`src/rtl/stream_demux2_if.sv`:
```
// ============================================================================
// Module     : stream_demux2_if
// Description: Byte-stream valid/ready/last bundle used on both sides of the
//              1:2 packet demultiplexer.
// Revision   : 1.0
// ============================================================================
`default_nettype none

interface stream_demux2_if #(
    parameter int DW = 8
);
    logic [DW-1:0] data;
    logic          valid;
    logic          last;
    logic          ready;

    modport master (output data, output valid, output last, input  ready);
    modport slave  (input  data, input  valid, input  last, output ready);
endinterface

`default_nettype wire

```
`src/rtl/stream_demux2.sv`:
```
// ============================================================================
// Module     : stream_demux2
// Description: Registered 1:2 packet demultiplexer, whole packets routed by
//              explicit select or round-robin. Optional per-channel completed
//              packet counters are enabled by defining DEMUX_CNT_EN.
// Revision   : 1.0
// ============================================================================
`default_nettype none

module stream_demux2 #(
    parameter int DW    = 8
`ifdef DEMUX_CNT_EN
    ,parameter int CNT_W = 16
`endif
) (
    input  wire logic              clk,
    input  wire logic              rst_n,
    input  wire logic              i_mode,
    input  wire logic              i_sel,
    stream_demux2_if.slave         i_s,
    stream_demux2_if.master        o_m0,
    stream_demux2_if.master        o_m1,
    output logic                   o_busy
`ifdef DEMUX_CNT_EN
    ,output logic [CNT_W-1:0]      o_cnt0,
    output logic [CNT_W-1:0]       o_cnt1
`endif
);

    typedef enum logic [0:0] {
        IDLE = 1'b0,
        PKT  = 1'b1
    } state_t;

    state_t        r_state;
    state_t        w_state_nxt;
    logic          r_route;
    logic          r_pmode;
    logic          r_rr_ptr;
    logic [DW-1:0] r_d0, r_d1;
    logic          r_v0, r_v1;
    logic          r_l0, r_l1;

    logic          w_first;
    logic          w_tgt;
    logic          w_mode_eff;
    logic          w_rdy;
    logic          w_acc;
    logic          w_fill0, w_fill1;

    // Target and mode are sampled only on the first beat; later beats reuse the latched copies.
    assign w_first    = (r_state == IDLE);
    assign w_mode_eff = w_first ? i_mode : r_pmode;
    assign w_tgt      = w_first ? (i_mode ? r_rr_ptr : i_sel) : r_route;
    assign w_rdy      = w_tgt ? (~r_v1 | o_m1.ready) : (~r_v0 | o_m0.ready);
    assign i_s.ready  = rst_n & w_rdy;
    assign w_acc      = i_s.valid & i_s.ready;
    assign w_fill0    = w_acc & ~w_tgt;
    assign w_fill1    = w_acc &  w_tgt;

    always_ff @(posedge clk or negedge rst_n) begin
        if (!rst_n) begin
            r_state <= IDLE;
        end else begin
            r_state <= w_state_nxt;
        end
    end

    always_comb begin
        w_state_nxt = r_state;
        case (r_state)
            IDLE:    if (w_acc && !i_s.last) w_state_nxt = PKT;
            PKT:     if (w_acc &&  i_s.last) w_state_nxt = IDLE;
            default: w_state_nxt = IDLE;
        endcase
    end

    always_ff @(posedge clk or negedge rst_n) begin
        if (!rst_n) begin
            r_route  <= 1'b0;
            r_pmode  <= 1'b0;
            r_rr_ptr <= 1'b0;
        end else if (w_acc) begin
            if (w_first) begin
                r_route <= w_tgt;
                r_pmode <= i_mode;
            end
            if (i_s.last && w_mode_eff) begin
                r_rr_ptr <= ~r_rr_ptr;
            end
        end
    end

    // Each output register refills on the same edge it drains, giving full throughput.
    always_ff @(posedge clk or negedge rst_n) begin
        if (!rst_n) begin
            r_v0 <= 1'b0;
            r_d0 <= '0;
            r_l0 <= 1'b0;
        end else if (w_fill0) begin
            r_v0 <= 1'b1;
            r_d0 <= i_s.data;
            r_l0 <= i_s.last;
        end else if (o_m0.ready) begin
            r_v0 <= 1'b0;
        end
    end

    always_ff @(posedge clk or negedge rst_n) begin
        if (!rst_n) begin
            r_v1 <= 1'b0;
            r_d1 <= '0;
            r_l1 <= 1'b0;
        end else if (w_fill1) begin
            r_v1 <= 1'b1;
            r_d1 <= i_s.data;
            r_l1 <= i_s.last;
        end else if (o_m1.ready) begin
            r_v1 <= 1'b0;
        end
    end

    assign o_m0.data  = r_d0;
    assign o_m0.valid = r_v0;
    assign o_m0.last  = r_l0;
    assign o_m1.data  = r_d1;
    assign o_m1.valid = r_v1;
    assign o_m1.last  = r_l1;
    assign o_busy     = (r_state == PKT);

`ifdef DEMUX_CNT_EN
    logic [CNT_W-1:0] r_cnt0, r_cnt1;

    always_ff @(posedge clk or negedge rst_n) begin
        if (!rst_n) begin
            r_cnt0 <= '0;
            r_cnt1 <= '0;
        end else begin
            if (r_v0 && r_l0 && o_m0.ready) r_cnt0 <= r_cnt0 + 1'b1;
            if (r_v1 && r_l1 && o_m1.ready) r_cnt1 <= r_cnt1 + 1'b1;
        end
    end

    assign o_cnt0 = r_cnt0;
    assign o_cnt1 = r_cnt1;
`endif

endmodule

`default_nettype wire

```
`src/flat_wrapper.sv`:
```
// flat-port wrapper written by rule: the top's interface ports become plain ports
module stream_demux2_flat 
#(
    parameter int DW    = 8

)
  (clk, rst_n, i_mode, i_sel, o_busy, i_s_data, i_s_valid, i_s_last, i_s_ready, o_m0_data, o_m0_valid, o_m0_last, o_m0_ready, o_m1_data, o_m1_valid, o_m1_last, o_m1_ready);
  stream_demux2_if #(.DW(DW)) i_s_i ();
  stream_demux2_if #(.DW(DW)) o_m0_i ();
  stream_demux2_if #(.DW(DW)) o_m1_i ();
  input  wire logic clk;
  input  wire logic rst_n;
  input  wire logic i_mode;
  input  wire logic i_sel;
  output logic o_busy;
  input wire logic [$bits(i_s_i.data)-1:0] i_s_data;
  input wire logic [$bits(i_s_i.valid)-1:0] i_s_valid;
  input wire logic [$bits(i_s_i.last)-1:0] i_s_last;
  output wire logic [$bits(i_s_i.ready)-1:0] i_s_ready;
  output wire logic [$bits(o_m0_i.data)-1:0] o_m0_data;
  output wire logic [$bits(o_m0_i.valid)-1:0] o_m0_valid;
  output wire logic [$bits(o_m0_i.last)-1:0] o_m0_last;
  input wire logic [$bits(o_m0_i.ready)-1:0] o_m0_ready;
  output wire logic [$bits(o_m1_i.data)-1:0] o_m1_data;
  output wire logic [$bits(o_m1_i.valid)-1:0] o_m1_valid;
  output wire logic [$bits(o_m1_i.last)-1:0] o_m1_last;
  input wire logic [$bits(o_m1_i.ready)-1:0] o_m1_ready;
  assign i_s_i.data = i_s_data;
  assign i_s_i.valid = i_s_valid;
  assign i_s_i.last = i_s_last;
  assign i_s_ready = i_s_i.ready;
  assign o_m0_data = o_m0_i.data;
  assign o_m0_valid = o_m0_i.valid;
  assign o_m0_last = o_m0_i.last;
  assign o_m0_i.ready = o_m0_ready;
  assign o_m1_data = o_m1_i.data;
  assign o_m1_valid = o_m1_i.valid;
  assign o_m1_last = o_m1_i.last;
  assign o_m1_i.ready = o_m1_ready;
  stream_demux2 #(.DW(DW)) u_core (.clk(clk), .rst_n(rst_n), .i_mode(i_mode), .i_sel(i_sel), .i_s(i_s_i), .o_m0(o_m0_i), .o_m1(o_m1_i), .o_busy(o_busy));
endmodule
```
`config.mk`:
```
export PLATFORM = sky130hd
export DESIGN_NAME = stream_demux2_flat
export DESIGN_NICKNAME = d
export VERILOG_FILES = /design/src/rtl/stream_demux2_if.sv /design/src/rtl/stream_demux2.sv /design/src/flat_wrapper.sv
export SDC_FILE = /design/constraint.sdc
export NUM_CORES = 1
export LEC_CHECK = 0
export CELL_PAD_IN_SITES_DETAIL_PLACEMENT = 0
export CELL_PAD_IN_SITES_GLOBAL_PLACEMENT = 1
export CORE_MARGIN = 2
export CORE_UTILIZATION = 34
export DETAILED_ROUTE_END_ITERATION = 7
export GPL_ROUTABILITY_DRIVEN = 0
export PLACE_DENSITY_LB_ADDON = 0.1
export RECOVER_POWER = 100
export SYNTH_ARGS = -nofsm -noshare
export SYNTH_HDL_FRONTEND = slang
export SYNTH_SLANG_ARGS = --single-unit
```
`constraint.sdc`:
```
create_clock -name clk -period 2.2 [get_ports clk]
set_clock_uncertainty 0.1 [all_clocks]
set_input_delay 0.33 -clock clk [delete_from_list [all_inputs] [get_ports clk]]
set_output_delay 0.33 -clock clk [all_outputs]
set_load 0.005 [all_outputs]
```
Word level (Yosys, flattened, before mapping)
Cells that the tools add are included.
{"block": "op_classes", "addsub": 0, "mul": 0, "div_mod_pow": 0, "magnitude_cmp": 0, "eq_ne": 0, "shifts": 0, "muxes": 11, "bitwise": 11, "reduce_logical": 8}
{"op": "$mux W1", "count": 10}
{"op": "$not A1 Y1", "count": 5}
{"op": "$and A1 B1 Y1", "count": 4}
{"op": "$reduce_and A2 Y1", "count": 2}
{"op": "$reduce_bool A2 Y1", "count": 2}
{"op": "$logic_and A1 B1 Y1", "count": 3}
{"op": "$or A1 B1 Y1", "count": 2}
{"op": "$pmux W1 S2", "count": 1}
{"op": "$logic_not A1 Y1", "count": 1}
{"block": "word_totals", "register_bits": 24, "latchBits": 0, "ramBits": 0, "rom_bits": 0, "in_bits": 16, "output_inout_bits": 22, "word_cells": 40, "mem_count": 0}

Depth between registers and ports, before layout
Gate-level depths: netlist (run 1).
{"block": "depth", "depth_word": 8, "depth_mapped": 5, "mapped_depth_nobuf": 4}

Worst setup path before layout (run 1)
No wires, ideal clock.
{"block": "synth_timing", "kind": "register to register", "startpoint": "register (tool-made name)", "endpoint": "register u_core.r_d1[0], in the netlist u_core.o_m1.data[0]", "setup_time_ps": 125, "arrival_time_ps": 1554, "setup_slack_ps": 421, "stages_incl_launch_ff": 6, "n_path_buf": 1, "synth_period_minus_slack_ps": 1779, "path_cell_list": "dfrtp_1 > or2b_1 > o21ai_2 > or3_1 > buf_6 > mux2_4"}
{"item": "end signal: assignment", "line": "stream_demux2.sv:116", "rtl": "r_d1 <= i_s.data;"}
{"item": "end: declaration", "line": "stream_demux2.sv:40", "rtl": "logic [DW-1:0] r_d0, r_d1;"}

Worst setup path after layout (run 1)
{"block": "layout_timing", "startpoint": "input port o_m1_ready", "endpoint": "register u_core.r_route"}
{"block": "layout_via", "elab_chain_len": 5}
{"item": "start: declaration", "line": "flat_wrapper.sv:27", "rtl": "input wire logic [$bits(o_m1_i.ready)-1:0] o_m1_ready;"}
{"item": "$or A1 B1 Y1", "line": "stream_demux2.sv:55", "rtl": "assign w_rdy = w_tgt ? (~r_v1 | o_m1.ready) : (~r_v0 | o_m0.ready);"}
{"item": "$mux W1", "line": "stream_demux2.sv:55"}
{"item": "$and A1 B1 Y1", "line": "stream_demux2.sv:56", "rtl": "assign i_s.ready = rst_n & w_rdy;"}
{"item": "$and A1 B1 Y1", "line": "stream_demux2.sv:57", "rtl": "assign w_acc = i_s.valid & i_s.ready;"}
{"item": "$reduce_and A2 Y1 (no source line)"}
{"item": "end signal: assignment", "line": "stream_demux2.sv:85", "rtl": "r_route <= w_tgt;"}
{"item": "end: declaration", "line": "stream_demux2.sv:37", "rtl": "logic r_route;"}
No other way between the ends.
A chain may end at the register's enable or synchronous reset.

==> results of run 1 <==
-- power groups by stage --
| stage | Sequential (mW) | Clock [mW] | Combinational, mW |
|---|---|---|---|
| 6_report | 0.750 | 0.230 | 0.810 |
| 3_3_place_gp | 0.763 | 0 | 0.876 |
| 3_5_place_dp | 0.774 | 0 | 0.890 |
| 4_1_cts | 0.767 | 0.241 | 0.921 |
| 2_1_floorplan | 0.783 | 0 | 0.349 |
| 5_1_grt | 0.782 | 0.258 | 0.877 |
-- cell usage after synthesis --
| master | n |
|---|---|
| buf_6 | 1 |
| dfrtp_1 | 24 |
| inv_1 | 1 |
| mux2_2 | 11 |
| mux2_4 | 10 |
| mux2i_1 | 2 |
| nand2_1 | 2 |
| nand2b_1 | 2 |
| nand4_2 | 1 |
| nor2_1 | 1 |
| nor2b_1 | 1 |
| nor3b_1 | 1 |
| o2111ai_1 | 1 |
| o211a_1 | 1 |
| o211ai_1 | 3 |
| o21a_1 | 1 |
| o21ai_2 | 1 |
| or2b_1 | 1 |
| or3_1 | 1 |
| xnor2_1 | 1 |
-- cell type report --
class / instances / area, um^2
Clock buffer: 4 / 36.28
Fill cell: 276 / 1379
Inverter: 1 / 3.754
Multi-Input combinational cell: 41 / 397.9
Sequential cell: 24 / 600.6
Tap cell: 33 / 41.29
Timing Repair Buffer: 57 / 519.2
-- worst paths after layout --
check,startpoint,endpoint,cells after the start
worst max-delay path,o_m1_ready,u_core.r_route,11
worst min-delay path,rst_n,u_core.r_rr_ptr,1
worst max register to register,flip-flop,u_core.r_route,10
worst min register to register,u_core.o_m1.data[3],u_core.o_m1.data[3],1
max in group asynchronous,rst_n,asynchronous set/reset pin,2
min in group clk,u_core.o_m1.data[3],u_core.o_m1.data[3],1
-- logic make-up after synthesis --
group / after synthesis / synth area share
flip-flops: 24 / 0.5776
multiplexers: 23 / 0.2828
AND/OR/NAND/NOR: 10 / 0.06138
AO/OA/AOI/OAI: 7 / 0.05536
buffers and inverters: 2 / 0.01444
XOR/XNOR: 1 / 0.008425
-- routing by layer --
layer  up-vias  share of wire  routed length (um)
li1        365              -                   -
met1       389           0.42                 990
met2        21           0.52                1206
met3         2          0.052                 122
met4         0         0.0073                  17
met5         -              0                   0
-- sequential cells by signal, indices dropped and copies added (netlist names), named ones only --
signal             flops
u_core.o_m0.last       1
u_core.o_m1.valid      1
u_core.o_m0.data       8
u_core.o_m1.last       1
u_core.o_m1.data       8
u_core.r_rr_ptr        1
u_core.r_pmode         1
u_core.o_m0.valid      1
u_core.r_route         1
-- cells in the final DEF (no fill, tap or decap), types with 2 or more instances in the layout --
master	n
o211ai_1	3
buf_6	5
clkbuf_4	4
mux2_2	10
nand2_1	2
buf_4	9
dlygate4sd3_1	22
mux2i_1	2
clkbuf_1	5
clkdlybuf4s50_1	13
mux2_1	7
mux2_4	4
dfrtp_1	24
nand2b_1	2
-- timing repair --
item / CTS / global route
pin swaps: 3 / 1
buffers inserted: 6 / 3
resized for setup: 9 / 2
setup endpoints to repair: 1 / 2
==> results_dict.tcl, run 1 <==
set metrics [dict create \
    grt_pass1_wl_mm 3.850 \
    grt_max_degree 16 \
    worst_pin_slew_ns 0.5111 \
    pwr_density_cell_nw_per_um2 1120 \
    antenna_found_initial 0 \
    ys_seq_area_frac 0.5776 \
    drt-total-wl_mm 2.336 \
    yosys_warnings 0 \
    drive_gt1_frac 0.2756 \
    grt_use_met2 0.2433 \
    syn_avg_cell_area_um2 15.52 \
    route.detailed.wl_per_inst_um 14.60 \
    first_pass_iters 2 \
    grt_usage 0.1500 \
    drc 0 \
    period_share 0.9710 \
    endpoint_kind "flip-flop" \
    grt_pass1_vias 815 \
    path_max_fanout 3 \
    drtIter0Drc 11 \
    dieArea_um2 3516 \
    nNetsFinal 144 \
    cp-start-kind "input pin" \
    die_w_um 59.30 \
    hp-class "in -> async" \
    ff2ff_setup_slack_ns 0.08 \
    clock_sinks 24 \
    root_buffer "clkbuf_4" \
    core_area_um2 2978 \
    syn_nets 83 \
    initial_core_util 0.3492 \
    fin_hold_ws_ns 0.1742 \
    rsz0062_at_grt "no" \
    critical_path_class "in -> reg" \
    min_period_ns 2.136 \
    critPathMaxStageDelay_ns 0.42 \
    synth_top_area_share 0.5776 \
    vdd_drop_max_mv 0.7684 \
    final_cell_area_um2 1599 \
    vias 777 \
    netlist_instances 67 \
    setup_viol 0 \
    power_mw 1.790 \
    status "finished, final reports clean" \
    busiest_layer "met2" \
    synthTopCellsByArea "dfrtp_1, mux2_4, mux2_2, o211ai_1, mux2i_1" \
    fin_util 0.5370 \
    fmax_ghz 0.4681 \
    ctsHoldBuffers 0 \
    use_met1 0.1889 \
    fin_ws_ns 0.06375 \
    p_seq_frac 0.419 \
    placed_area_um2 1530 \
    cp_num_buf_inv 7 \
    overflow 0 \
    clk_pin_slew_ns 0.13 \
    clockBufferDepth 2 \
    via_per_inst 4.856 \
    fin_tns_setup_ns 0 \
    synth-seq-cells 24 \
    cts_buffers 3 \
    io_pins 38 \
    intPower_mw 1.294 \
    yosysTopAreaCell "dfrtp_1" \
    crit_arrival_ns 2.24 \
    io_buffers 37 \
    dp_hpwl_mm 1.735 \
    drv_cap 0 \
    cts_max_level 1 \
    combPwrFrac 0.452 \
    place_ws_ns -0.2751 \
    leakagePower_nw 0.7223 \
    hold_violations 0 \
    yosysUniqueCellTypes 20 \
    syn_to_final_growth_pct 53.79 \
    row_count 20 \
    crit_family "buffers and inverters" \
    relSlewSlack 0.6592 \
    critPathSlowestCell "clkdlybuf4s50_1" \
    tritoncts "yes" \
    die_h_um 59.30 \
    drt.antenna.violating_nets 0 \
    maxSlewViolCount 0 \
    critPathMostFrequentCell "buf_6" \
    swShare 0.2773 \
    clk-insertion-delay-late_ns 0.31 \
    place_inst 148 \
    crit_path_cell_trace "clkdlybuf4s50_1, nor2b_2, o211ai_1, buf_4, buf_6, buf_6, buf_6, buf_6, buf_6, o211ai_1, mux2_2" \
    clock_power_share 0.129 \
    fin_cells 160 \
    cp.required_ns 2.31 \
    grtUsageMet3 0.05459 \
    switchingPower_mw 0.4965 \
    n_antenna_cell 0 \
    synthesis.area_um2 1040 \
]
Power figures use the tool's default switching activity.
==> inputs of run 2 (changes only) <==
- TNS_END_PERCENT: default -> 30
==> results of run 2 <==
Final layout, timing and power as in run 1 (identical DEF).
==> inputs of run 3 (changes only) <==
- CORE_ASPECT_RATIO: default -> 0.75
- MAX_ROUTING_LAYER: default -> met4
==> results_dict.tcl, run 3 (synthesized netlist as in run 1, its figures left out) <==
set metrics [dict create \
    hp-class "reg -> reg" \
    core_area_um2 2935 \
    clk-insertion-delay-late_ns 0.26 \
    final_cell_mix "dfrtp_1, dlygate4sd3_1, buf_4" \
    n_antenna_cell 0 \
    io_buffers 37 \
    clk_pin_slew_ns 0.08 \
    pwr_density_cell_nw_per_um2 1135 \
    vias 770 \
    initial_core_util 0.3542 \
    grt_pass1_wl_mm 3.684 \
    whs_endpoint "u_core.o_m1.data[3]" \
    cp-start-kind "flip-flop" \
    intPower_mw 1.318 \
    combPwrFrac 0.447 \
    swShare 0.2703 \
    crit_arrival_ns 1.63 \
    power_mw 1.807 \
    maxSlewViolCount 0 \
    vdd_drop_max_mv 0.5735 \
    io_pins 38 \
    tritoncts "yes" \
    placed_area_um2 1546 \
    drtIter0Drc 15 \
    dieArea_um2 3521 \
    clock_power_share 0.138 \
    use_met1 0.1766 \
    cts_buffers 3 \
    die_w_um 67.86 \
    clock_sinks 24 \
    via_per_inst 4.783 \
    antenna_found_initial 0 \
    grt_max_degree 27 \
    row_count 17 \
    grtUsageMet3 0.04978 \
    grt_usage 0.1491 \
    switchingPower_mw 0.4884 \
    fin_cells 161 \
    drive_gt1_frac 0.2846 \
    nNetsFinal 141 \
    syn_to_final_growth_pct 53.07 \
    path_max_fanout 3 \
    place_inst 151 \
    dp_hpwl_mm 1.560 \
    relSlewSlack 0.7841 \
    fin_util 0.5422 \
    critical_path_class "reg -> out" \
    overflow 0 \
    busiest_layer "met2" \
    root_buffer "clkbuf_8" \
    drt.antenna.violating_nets 0 \
    endpoint_kind "output pin" \
    status "finished, final reports clean" \
    nFillCells 258 \
    drc 0 \
    min_from "u_core.o_m1.data[3]" \
    ff2ff_setup_slack_ns 0.20 \
    drv_cap 0 \
    setup_viol 0 \
    fmax_ghz 0.4859 \
    final_cell_area_um2 1592 \
    layout_commonest_cell "dfrtp_1" \
    leakagePower_nw 0.7187 \
    r2r_start "u_core.r_rr_ptr" \
    r2r-end "u_core.r_route" \
    grt_pass1_vias 778 \
    fin_hold_ws_ns 0.3885 \
    grt_use_met2 0.2549 \
    rsz0062_at_grt "no" \
    drt-total-wl_mm 2.324 \
    die_h_um 51.89 \
    fin_ws_ns 0.1418 \
    hold_violations 0 \
    cts_max_level 1 \
    period_share 0.9356 \
    worst_pin_slew_ns 0.3239 \
    ctsHoldBuffers 0 \
    min_period_ns 2.058 \
    whs_path_depth 1 \
    route.detailed.wl_per_inst_um 14.43 \
    p_seq_frac 0.415 \
    worstRegToRegCells 8 \
    fin_tns_setup_ns 0 \
    place_ws_ns -0.2580 \
    clockBufferDepth 2 \
    first_pass_iters 2 \
    cp.required_ns 1.77 \
]
## run 3: cell count changes in the layout (fill, tap and decap cells not counted), moves of 2 or more
| cell | previous run | this run |
|---|---|---|
| buf_6 | 5 | 0 |
| clkbuf_4 | 4 | 2 |
| clkbuf_1 | 5 | 0 |
| clkbuf_8 | 1 | 3 |
| mux2_4 | 4 | 2 |
| dlygate4sd2_1 | 1 | 4 |
| buf_4 | 9 | 13 |
## run 3: worst max path at each step
| stage | startpoint | end | slack (ns) |
|---|---|---|---|
| global route | u_core.r_route | i_s_ready | 0.08 |
| detailed placement | i_mode | i_s_ready | -0.26 |
| finish | u_core.r_route | i_s_ready | 0.14 |
| floorplan | flip-flop | u_core.o_m1.data[0] | 0.42 |
| global placement | i_mode | i_s_ready | -0.23 |
| CTS | flip-flop | u_core.r_pmode | 0.008 |
## run 3: worst max-delay path, cell delays in order, from the launching register on
cell,delay (ns)
dfrtp_1,0.40
or2b_1,0.26
clkbuf_4,0.14
o21a_1,0.11
o211a_1,0.20
dlygate4sd2_1,0.26
## run 3: power by group through the flow
stage                     clock network (mW)  logic (mW)  registers [mW]
after floorplan                            0       0.349           0.783
after global placement                     0       0.895           0.757
after detailed placement                   0       0.902           0.768
after CTS                              0.260       0.952           0.761
after global routing                   0.280       0.885           0.783
final                                  0.249       0.808           0.750
## run 3: metal layers
metal | part of all wire | wire length (um)
met5 | 0 | 0
met4 | 0.0082 | 19
met3 | 0.055 | 128
met2 | 0.51 | 1179
met1 | 0.43 | 996
## run 3: area by class of cell
cell class	instances	area (um^2)	area share
sequential	24	600.6	0.3774
multi-input combinational	41	395.4	0.2484
timing repair buffer	54	503.0	0.3160
inverter	1	3.754	0.002358
clock buffer	3	41.29	0.02594
tap	38	47.55	0.02987
## run 3: repair_timing
action                                  CTS  global route
endpoints found under the setup margin    1             2
hold endpoints to repair                  0             0
cloned                                    0             0
pin swaps                                 3             1
buffers inserted                          8             2
gates resized for setup                   7             3
